[config.mk]
export PLATFORM = sky130hd
export DESIGN_NAME = picodevice_mem_arbiter
export DESIGN_NICKNAME = d
export VERILOG_FILES = /design/src/rtl/picodevice_pkg.sv /design/src/rtl/picodevice_rr_pick.sv /design/src/rtl/picodevice_mem_arbiter.sv
export SDC_FILE = /design/constraint.sdc
export NUM_CORES = 1
export LEC_CHECK = 0
export ABC_AREA = 1
export CORE_AREA = 2 2 121 123
export DETAILED_ROUTE_END_ITERATION = 7
export DIE_AREA = 0 0 123 125
export PLACE_DENSITY = 0.75
export REMOVE_ABC_BUFFERS = 1
export SYNTH_ARGS = -nofsm -noshare
export SYNTH_HDL_FRONTEND = slang
export SYNTH_SLANG_ARGS = --single-unit
[constraint.sdc]
create_clock -name clk -period 1.8 [get_ports clk]
set_input_delay 0.36 -clock clk [delete_from_list [all_inputs] [get_ports clk]]
set_output_delay 0.36 -clock clk [all_outputs]
set_load 0.01 [all_outputs]
[src/rtl/picodevice_pkg.sv]
// Shared types and constants for the two-master picorv32 native-port arbiter.
// Holds the FSM encoding, requester indices and the latched request record.
package picodevice_pkg;

  typedef enum logic {
    ST_IDLE = 1'b0,
    ST_BUSY = 1'b1
  } arb_state_e;

  localparam logic REQ_M0 = 1'b0;
  localparam logic REQ_M1 = 1'b1;

  // addr + wdata + wstrb + instr
  localparam int REQ_W = 69;

  typedef struct packed {
    logic [31:0] addr;
    logic [31:0] wdata;
    logic [3:0]  wstrb;
    logic        instr;
  } mem_req_t;

  function automatic mem_req_t make_req(input logic [31:0] addr,
                                        input logic [31:0] wdata,
                                        input logic [3:0]  wstrb,
                                        input logic        instr);
    mem_req_t r;
    r.addr  = addr;
    r.wdata = wdata;
    r.wstrb = wstrb;
    r.instr = instr;
    return r;
  endfunction

endpackage

[src/rtl/picodevice_rr_pick.sv]
// Two-way winner select: m1 burst lock first, then round-robin or fixed m0 priority.
// Owns the tie-break pointer (moves on completion) and the m1 lock counter.
module picodevice_rr_pick
  import picodevice_pkg::*;
#(
  parameter int ROUND_ROBIN = 1,
  parameter int LOCK_MAX    = 8
) (
  input  logic clk,
  input  logic resetn,
  input  logic i_req0,
  input  logic i_req1,
  input  logic i_m1_lock,
  input  logic i_last_id,
  input  logic i_grant_en,
  input  logic i_complete,
  input  logic i_complete_id,
  output logic o_win_id
);

  localparam logic [7:0] LOCK_MAX_C = 8'(LOCK_MAX);

  logic       r_favour;
  logic [7:0] r_lock_cnt;
  logic       w_lock_hold;

  assign w_lock_hold = (i_last_id == REQ_M1) && i_m1_lock && i_req1 &&
                       (r_lock_cnt < LOCK_MAX_C);

  always_comb begin
    // NOTE: default assignment first keeps this always_comb free of latches.
    o_win_id = REQ_M0;
    if (w_lock_hold) begin
      o_win_id = REQ_M1;
    end else if (i_req0 && i_req1) begin
      if (ROUND_ROBIN != 0) o_win_id = r_favour;
    end else if (i_req1) begin
      o_win_id = REQ_M1;
    end
  end

  always_ff @(posedge clk or negedge resetn) begin
    if (!resetn) begin
      r_favour   <= REQ_M0;
      r_lock_cnt <= 8'd0;
    end else begin
      // NOTE: non-blocking assignments so every flop samples pre-edge values.
      if (i_complete) r_favour <= ~i_complete_id;
      // Count saturates at the limit; any m0 grant or a dropped lock clears it.
      if (!i_m1_lock) begin
        r_lock_cnt <= 8'd0;
      end else if (i_grant_en) begin
        if (o_win_id == REQ_M1)
          r_lock_cnt <= (r_lock_cnt < LOCK_MAX_C) ? r_lock_cnt + 8'd1 : r_lock_cnt;
        else
          r_lock_cnt <= 8'd0;
      end
    end
  end

endmodule

[src/rtl/picodevice_mem_arbiter.sv]
// Arbitrates picorv32 core (m0) and DMA/debug (m1) onto one native memory port.
// Downstream request fields always come from registers latched at grant time.
module picodevice_mem_arbiter
  import picodevice_pkg::*;
#(
  parameter int ROUND_ROBIN = 1,
  parameter int LOCK_MAX    = 8
) (
  input  logic        clk,
  input  logic        resetn,
  input  logic        m0_valid,
  input  logic        m0_instr,
  input  logic [31:0] m0_addr,
  input  logic [31:0] m0_wdata,
  input  logic [3:0]  m0_wstrb,
  output logic        m0_ready,
  output logic [31:0] m0_rdata,
  input  logic        m1_valid,
  input  logic        m1_instr,
  input  logic        m1_lock,
  input  logic [31:0] m1_addr,
  input  logic [31:0] m1_wdata,
  input  logic [3:0]  m1_wstrb,
  output logic        m1_ready,
  output logic [31:0] m1_rdata,
  output logic        s_valid,
  output logic        s_instr,
  output logic [31:0] s_addr,
  output logic [31:0] s_wdata,
  output logic [3:0]  s_wstrb,
  input  logic        s_ready,
  input  logic [31:0] s_rdata,
  output logic        grant_id,
  output logic        busy
);

  arb_state_e r_state;
  mem_req_t   r_req;
  logic       r_grant_id;

  logic w_busy;
  logic w_grant_en;
  logic w_complete;
  logic w_win_id;

  assign w_busy     = (r_state == ST_BUSY);
  assign w_grant_en = (r_state == ST_IDLE) && (m0_valid || m1_valid);
  assign w_complete = w_busy && s_ready;

  picodevice_rr_pick #(
    .ROUND_ROBIN (ROUND_ROBIN),
    .LOCK_MAX    (LOCK_MAX)
  ) u_pick (
    .clk           (clk),
    .resetn        (resetn),
    .i_req0        (m0_valid),
    .i_req1        (m1_valid),
    .i_m1_lock     (m1_lock),
    .i_last_id     (r_grant_id),
    .i_grant_en    (w_grant_en),
    .i_complete    (w_complete),
    .i_complete_id (r_grant_id),
    .o_win_id      (w_win_id)
  );

  always_ff @(posedge clk or negedge resetn) begin
    if (!resetn) begin
      r_state    <= ST_IDLE;
      // NOTE: the latched request is ordinary flops, so it is reset like any state.
      r_req      <= '0;
      r_grant_id <= REQ_M0;
    end else begin
      case (r_state)
        ST_IDLE: begin
          if (w_grant_en) begin
            r_state    <= ST_BUSY;
            r_grant_id <= w_win_id;
            r_req      <= (w_win_id == REQ_M1) ?
                          make_req(m1_addr, m1_wdata, m1_wstrb, m1_instr) :
                          make_req(m0_addr, m0_wdata, m0_wstrb, m0_instr);
          end
        end
        ST_BUSY: begin
          // Completes even if the owner has dropped valid meanwhile.
          if (s_ready) r_state <= ST_IDLE;
        end
        default: r_state <= ST_IDLE;
      endcase
    end
  end

  assign busy     = w_busy;
  assign grant_id = r_grant_id;
  assign s_valid  = w_busy;
  assign s_addr   = r_req.addr;
  assign s_wdata  = r_req.wdata;
  assign s_wstrb  = r_req.wstrb;
  assign s_instr  = r_req.instr;

  assign m0_ready = s_ready && w_busy && (r_grant_id == REQ_M0);
  assign m1_ready = s_ready && w_busy && (r_grant_id == REQ_M1);
  assign m0_rdata = s_rdata;
  assign m1_rdata = s_rdata;

endmodule

==> impl_metrics.toml, run 1 <==
[clocking]
clock_latency_ns = 0.34
cts_buffer_depth = 2
htree_levels = 3
tritoncts = "done"
cts_buffers = 9
cts_setup_buffers = 0
path_clk_slew_ns = 0.06
cts_root_buffer = "clkbuf_16"
clock_sinks = 80

[power]
power.net_switching_w = 0.003081
power_density_nw_per_um2 = 1273
clockPowerShare_pct = 22.6
ir_worst_vdd_mv = 0.5929
sw_frac_of_total_pct = 33.69
p_seq_share_pct = 32.5
pwr-share-comb_pct = 44.9
leakagePower_nw = 3.526
intPower_w = 0.006063

[floorplanning]
fp.dieW_microns = 123
die_area_sq_um = 15380
start_util_pct = 34.15
die_h_microns = 125
ios = 314
fp-row-count = 44
core_sq_um = 14200

[hold_path]
hold_path_class = "primary input to async pin"

[global_routing]
grtUsageTotal_pct = 20.91
grt_pass1_wl_microns = 24410
overflow = 0
grt_max_degree = 48
grt.met3_usage_pct = 13.28
grt_pass1_vias = 4431
use_met1_pct = 26.50
top_usage_layer = "met2"
grt_use_met2_pct = 28.31
antenna_found_initial = 0

[synthesis]
ys_seq_area_share_pct = 41.27
syn_avg_cell_area_sq_um = 7.451
synth_top_area_cell = "dfrtp_1"
ys_ff_latch = 80
yosysTopAreaCellShare_pct = 41.27
ys_types = 18
synth_area_sq_um = 4851
synth_area_leaders = "dfrtp_1 (41%), nand2_1 (17%), nand3b_1 (11%), buf_4 (10%), nand3_1 (7.6%)"
yosys_warnings = 0
netlist_instances = 651

[placed_design]
dpl.hpwl_microns = 11830
pre_cts_slack_ns = -0.1370
port_buffers = 217
gp_congestion = 0.7944
dp_cells = 969

[sta]
finalCriticalPeriod_ns = 1.666
slew_headroom_pct = 73.38
setup_slack_ns = 0.1336
skew_ns = 0.007187
final-setup-viol-count = 0
rsz0062_at_grt = "no"
post-route-period-util_pct = 92.58
setup_tns_ns = 0
slew_violations = 0
hold_viol_final = 0
worst_pin_slew_ns = 0.3993
fmaxAchievable_mhz = 600.1

[worst_setup_path]
start_kind = "primary input"
worstPathMaxFanout = 3
cp-end-kind = "output port"
crit_arrival_ns = 1.31
crit_type = "primary input to output port"
cp.required_ns = 1.44

[routing]
routed_wl_microns = 15980
via_count = 4591
dr.pass1.iters = 4
post_drt_wl_per_cell_microns = 16.21
viasPerCell = 4.656
postRouteAntennaNets = 0
drt-initial-drc-count = 225
drcViolationCount = 0

[flow_run]
maxCapViolCount = 0

[cells_and_area]
syn_to_final_growth_pct = 48.08
antenna_cells = 0
regArea_sq_um = 2002
final_util_pct = 50.57
fin_nets = 974
drive_above_1_share_pct = 4.988
multi_input_area_sq_um = 1871
fillCellCount = 1373
final_cells = 986

[status]
status = "finished, final reports clean"
## metrics by stage
step | power [W] | cell area (sq um) | hold WS, ns
floorplan | 0.004595 | 4163 | 0.06441
global placement | 0.007102 | 6840 | 0.1916
detailed placement | 0.007142 | 6840 | 0.1939
CTS | 0.009272 | 7183 | 0.3831
global route | 0.009793 | 7183 | 0.4059
finish | 0.009143 | 7183 | 0.4040
## cell usage in the layout, fill, tap and decap left out, types with 3 or more instances in the layout
master	Yosys	routed
clkinv_2	0	4
bufinv_16	0	3
buf_4	65	9
dfrtp_1	80	80
buf_12	0	10
o21ai_0	7	7
clkbuf_16	0	9
clkdlybuf4s50_1	0	214
inv_1	81	81
nand3b_1	70	70
nand2_1	222	221
nor2_1	9	9
nand3_1	74	74
## state kept, by name, indices dropped and copies added (netlist names)
register	flops
u_pick.r_lock_cnt	8
s_instr	1
s_addr	32
busy	1
grant_id	1
u_pick.r_favour	1
s_wdata	32
s_wstrb	4
## cells in the mapped netlist
master    instances
dfrtp_1          80
xor2_1            1
ha_1              1
buf_2             4
nand2_1         222
o21ai_2           2
inv_1            81
nor2_1            9
buf_1            11
nand3b_1         70
o21ai_0           7
clkbuf_1         13
buf_4            65
inv_2             1
nand3_2           1
nand4_1           1
buf_6             8
nand3_1          74
## layout make-up
cell class,instances,share of cell area [%]
clock buffers,9,3.135
clock inverters,7,1.533
inverters,82,4.285
multi-input cells,388,26.04
flip-flops and latches,80,27.87
well taps,184,3.205
repair buffers,236,33.93
## critical path, stage by stage
cell and delay [ns]:
clkdlybuf4s50_1 0.50, nand2_1 0.09, nor2_1 0.09, dlygate4sd2_1 0.27
## repair_timing
action / CTS / global route
hold buffers: 1 / 0
resized for setup: 2 / 0
hold endpoints to repair: 7 / 0
endpoints found under the setup margin: 2 / 0
## logic make-up (layout without fill, tap and decap cells)
| logic type | Yosys count | count (layout) | share of synthesized area, % |
|---|---|---|---|
| buffers and inverters | 183 | 334 | 20.53 |
| XOR/XNOR | 1 | 1 | 0.1806 |
| AND/OR/NAND/NOR | 377 | 377 | 36.68 |
| AO/OA/AOI/OAI | 9 | 9 | 1.083 |
| adder cells (fa/ha/maj) | 1 | 1 | 0.2579 |
| flip-flops | 80 | 80 | 41.27 |
## final timing paths
check / endpoint / slack [ns] / depth (start not counted) / from
worst max register to register: s_wdata[7] / 0.36 / 9 / u_pick.r_lock_cnt[4]
worst max-delay path: m0_ready / 0.13 / 4 / s_ready
worst min register to register: s_wdata[31] / 0.48 / 2 / s_wdata[31]
max in group asynchronous: s_addr[9] / 0.78 / 3 / resetn
min in group clk: s_wdata[31] / 0.48 / 2 / s_wdata[31]
worst min-delay path: s_wdata[16] / 0.40 / 2 / resetn
## power groups by stage
stage / clock network (W) / logic [W] / registers, W
3_3_place_gp: 0 / 0.00412 / 0.00298
4_1_cts: 0.00213 / 0.00417 / 0.00298
5_1_grt: 0.00221 / 0.00451 / 0.00308
2_1_floorplan: 0 / 0.00131 / 0.00328
6_report: 0.00207 / 0.00410 / 0.00297
3_5_place_dp: 0 / 0.00416 / 0.00298
## metal layers
layer | part of all wire, % | vias up | wire length, microns
met4 | 2.1 | 2 | 334
met5 | 0.31 | - | 50
li1 | - | 2239 | -
met3 | 15 | 26 | 2361
met1 | 43 | 2056 | 6893
met2 | 40 | 268 | 6344
Power figures use the tool's default switching activity.
==> run 2, diff against run 1 <==
Settings changed: MAX_ROUTING_LAYER from default to met4.
==> run 2 against run 1 <==
Against the previous run:
- wire length is essentially flat
- clock-buffer cell count is the same
- global-route usage grew 0.72 points
- register-to-register slack is essentially flat
- critical path depth is the same
- clock power is essentially flat
- combinational power is essentially flat
- first-iteration DRC count shrank 4.0%
- die area is the same
==> impl_metrics.toml, run 2 (synthesis results as in run 1) <==
[cells_and_area]
final_cell_mix = "nand2_1 (221), clkdlybuf4s50_1 (214), inv_1 (81), dfrtp_1 (80), nand3_1 (74)"
final_common_cell = "nand2_1"
drive_above_1_share_pct = 4.988
fin_nets = 974
syn_to_final_growth_pct = 48.08
antenna_cells = 0

[placed_design]
dpl.hpwl_microns = 11830
gp_congestion = 0.8056
pre_cts_slack_ns = -0.1370
port_buffers = 217

[worst_setup_path]
reg2reg_setup_slack_ns = 0.36
crit_arrival_ns = 1.30
start_kind = "primary input"
worstPathMaxFanout = 3
crit_type = "primary input to output port"
cp.required_ns = 1.44
cp-end-kind = "output port"

[routing]
via_count = 4568
viasPerCell = 4.633
drcViolationCount = 0
dr.pass1.iters = 4
routed_wl_microns = 15970
postRouteAntennaNets = 0
post_drt_wl_per_cell_microns = 16.20
drt-initial-drc-count = 216

[clocking]
htree_levels = 3
path_clk_slew_ns = 0.06
clock_sinks = 80
cts_setup_buffers = 0
cts_buffer_depth = 2
cts_buffers = 9
tritoncts = "done"
cts_root_buffer = "clkbuf_16"
clock_latency_ns = 0.34

[flow_run]
maxCapViolCount = 0

[global_routing]
antenna_found_initial = 0
grt_max_degree = 48
grtUsageTotal_pct = 21.63
grt_pass1_wl_microns = 24430
overflow = 0
grt_pass1_vias = 4402

[power]
finalPower_w = 0.009148
leakagePower_nw = 3.526
power.net_switching_w = 0.003086
p_seq_share_pct = 32.5
ir_worst_vdd_mv = 0.5927
power_density_nw_per_um2 = 1274
intPower_w = 0.006063
sw_frac_of_total_pct = 33.73
pwr-share-comb_pct = 44.9
clockPowerShare_pct = 22.6

[sta]
post-route-period-util_pct = 92.43
hold_viol_final = 0
finalCriticalPeriod_ns = 1.664
final-setup-viol-count = 0
slew_headroom_pct = 73.58
setup_slack_ns = 0.1363
slew_violations = 0
rsz0062_at_grt = "no"
skew_ns = 0.006424
fmaxAchievable_mhz = 601.1
worst_pin_slew_ns = 0.3963

[floorplanning]
fp-row-count = 44
ios = 314
die_h_microns = 125
core_sq_um = 14200
die_area_sq_um = 15380
fp.dieW_microns = 123
start_util_pct = 34.15

[hold_path]
hold_path_class = "primary input to async pin"

[status]
status = "finished, final reports clean"
[run 2: cell counts in the layout (fill, tap and decap cells not counted)]
Identical to the previous run, type by type.
[run 2: power groups by stage]
stage / Clock (W) / Sequential (W) / Combinational [W]
global placement: 0 / 0.00298 / 0.00412
floorplan: 0 / 0.00328 / 0.00131
detailed placement: 0 / 0.00298 / 0.00416
global route: 0.00221 / 0.00308 / 0.00450
CTS: 0.00213 / 0.00298 / 0.00417
finish: 0.00207 / 0.00297 / 0.00411
[run 2: path summary, 6_finish.rpt]
check                      cells past startpoint          end                 start
max                                            4     m0_ready               s_ready
max reg2reg                                    9   s_wdata[7]  u_pick.r_lock_cnt[5]
min reg2reg                                    2  s_wdata[31]           s_wdata[31]
min                                            2  s_wdata[16]                resetn
min in group clk                               2  s_wdata[31]           s_wdata[31]
max in group asynchronous                      3   s_wdata[8]                resetn
[run 2: worst max-delay path, stage by stage]
cell and delay (ns):
clkdlybuf4s50_1 0.49, nand2_1 0.09, nor2_1 0.09, dlygate4sd2_1 0.27
[run 2: stage by stage]
stage               utilization (%)  hold slack [ns]  cells  instance area, sq um  TNS (ns)
detailed placement            48.16           0.1939    969                  6840    -2.938
global placement              48.16           0.1916    969                  6840    -2.673
global route                  50.57           0.4059    986                  7183         0
CTS                           50.57           0.3831    986                  7183         0
finish                        50.57           0.3997    986                  7183         0
floorplan                         -          0.06441    550                  4163   -141.98
[run 2: timing repair]
action,CTS,global route
hold buffers,1,0
resized for setup,2,0
hold endpoints to repair,7,0
setup endpoints to repair,2,0
[run 2: metal layers]
metal	part of all wire [%]	vias to the layer above	global-route usage, %
li1	-	2241	-
met1	44	2045	27.47
met2	40	258	28.37
met3	14	24	13.00
met4	1.9	0	6.818
met5	0	-	-
[run 2: cell type report]
cell class	instances	area, sq um
well taps	184	230.2
multi-input cells	388	1871
clock buffers	9	225.2
fillers	1373	7020
repair buffers	236	2437
inverters	82	307.8
flip-flops and latches	80	2002
clock inverters	7	110.1
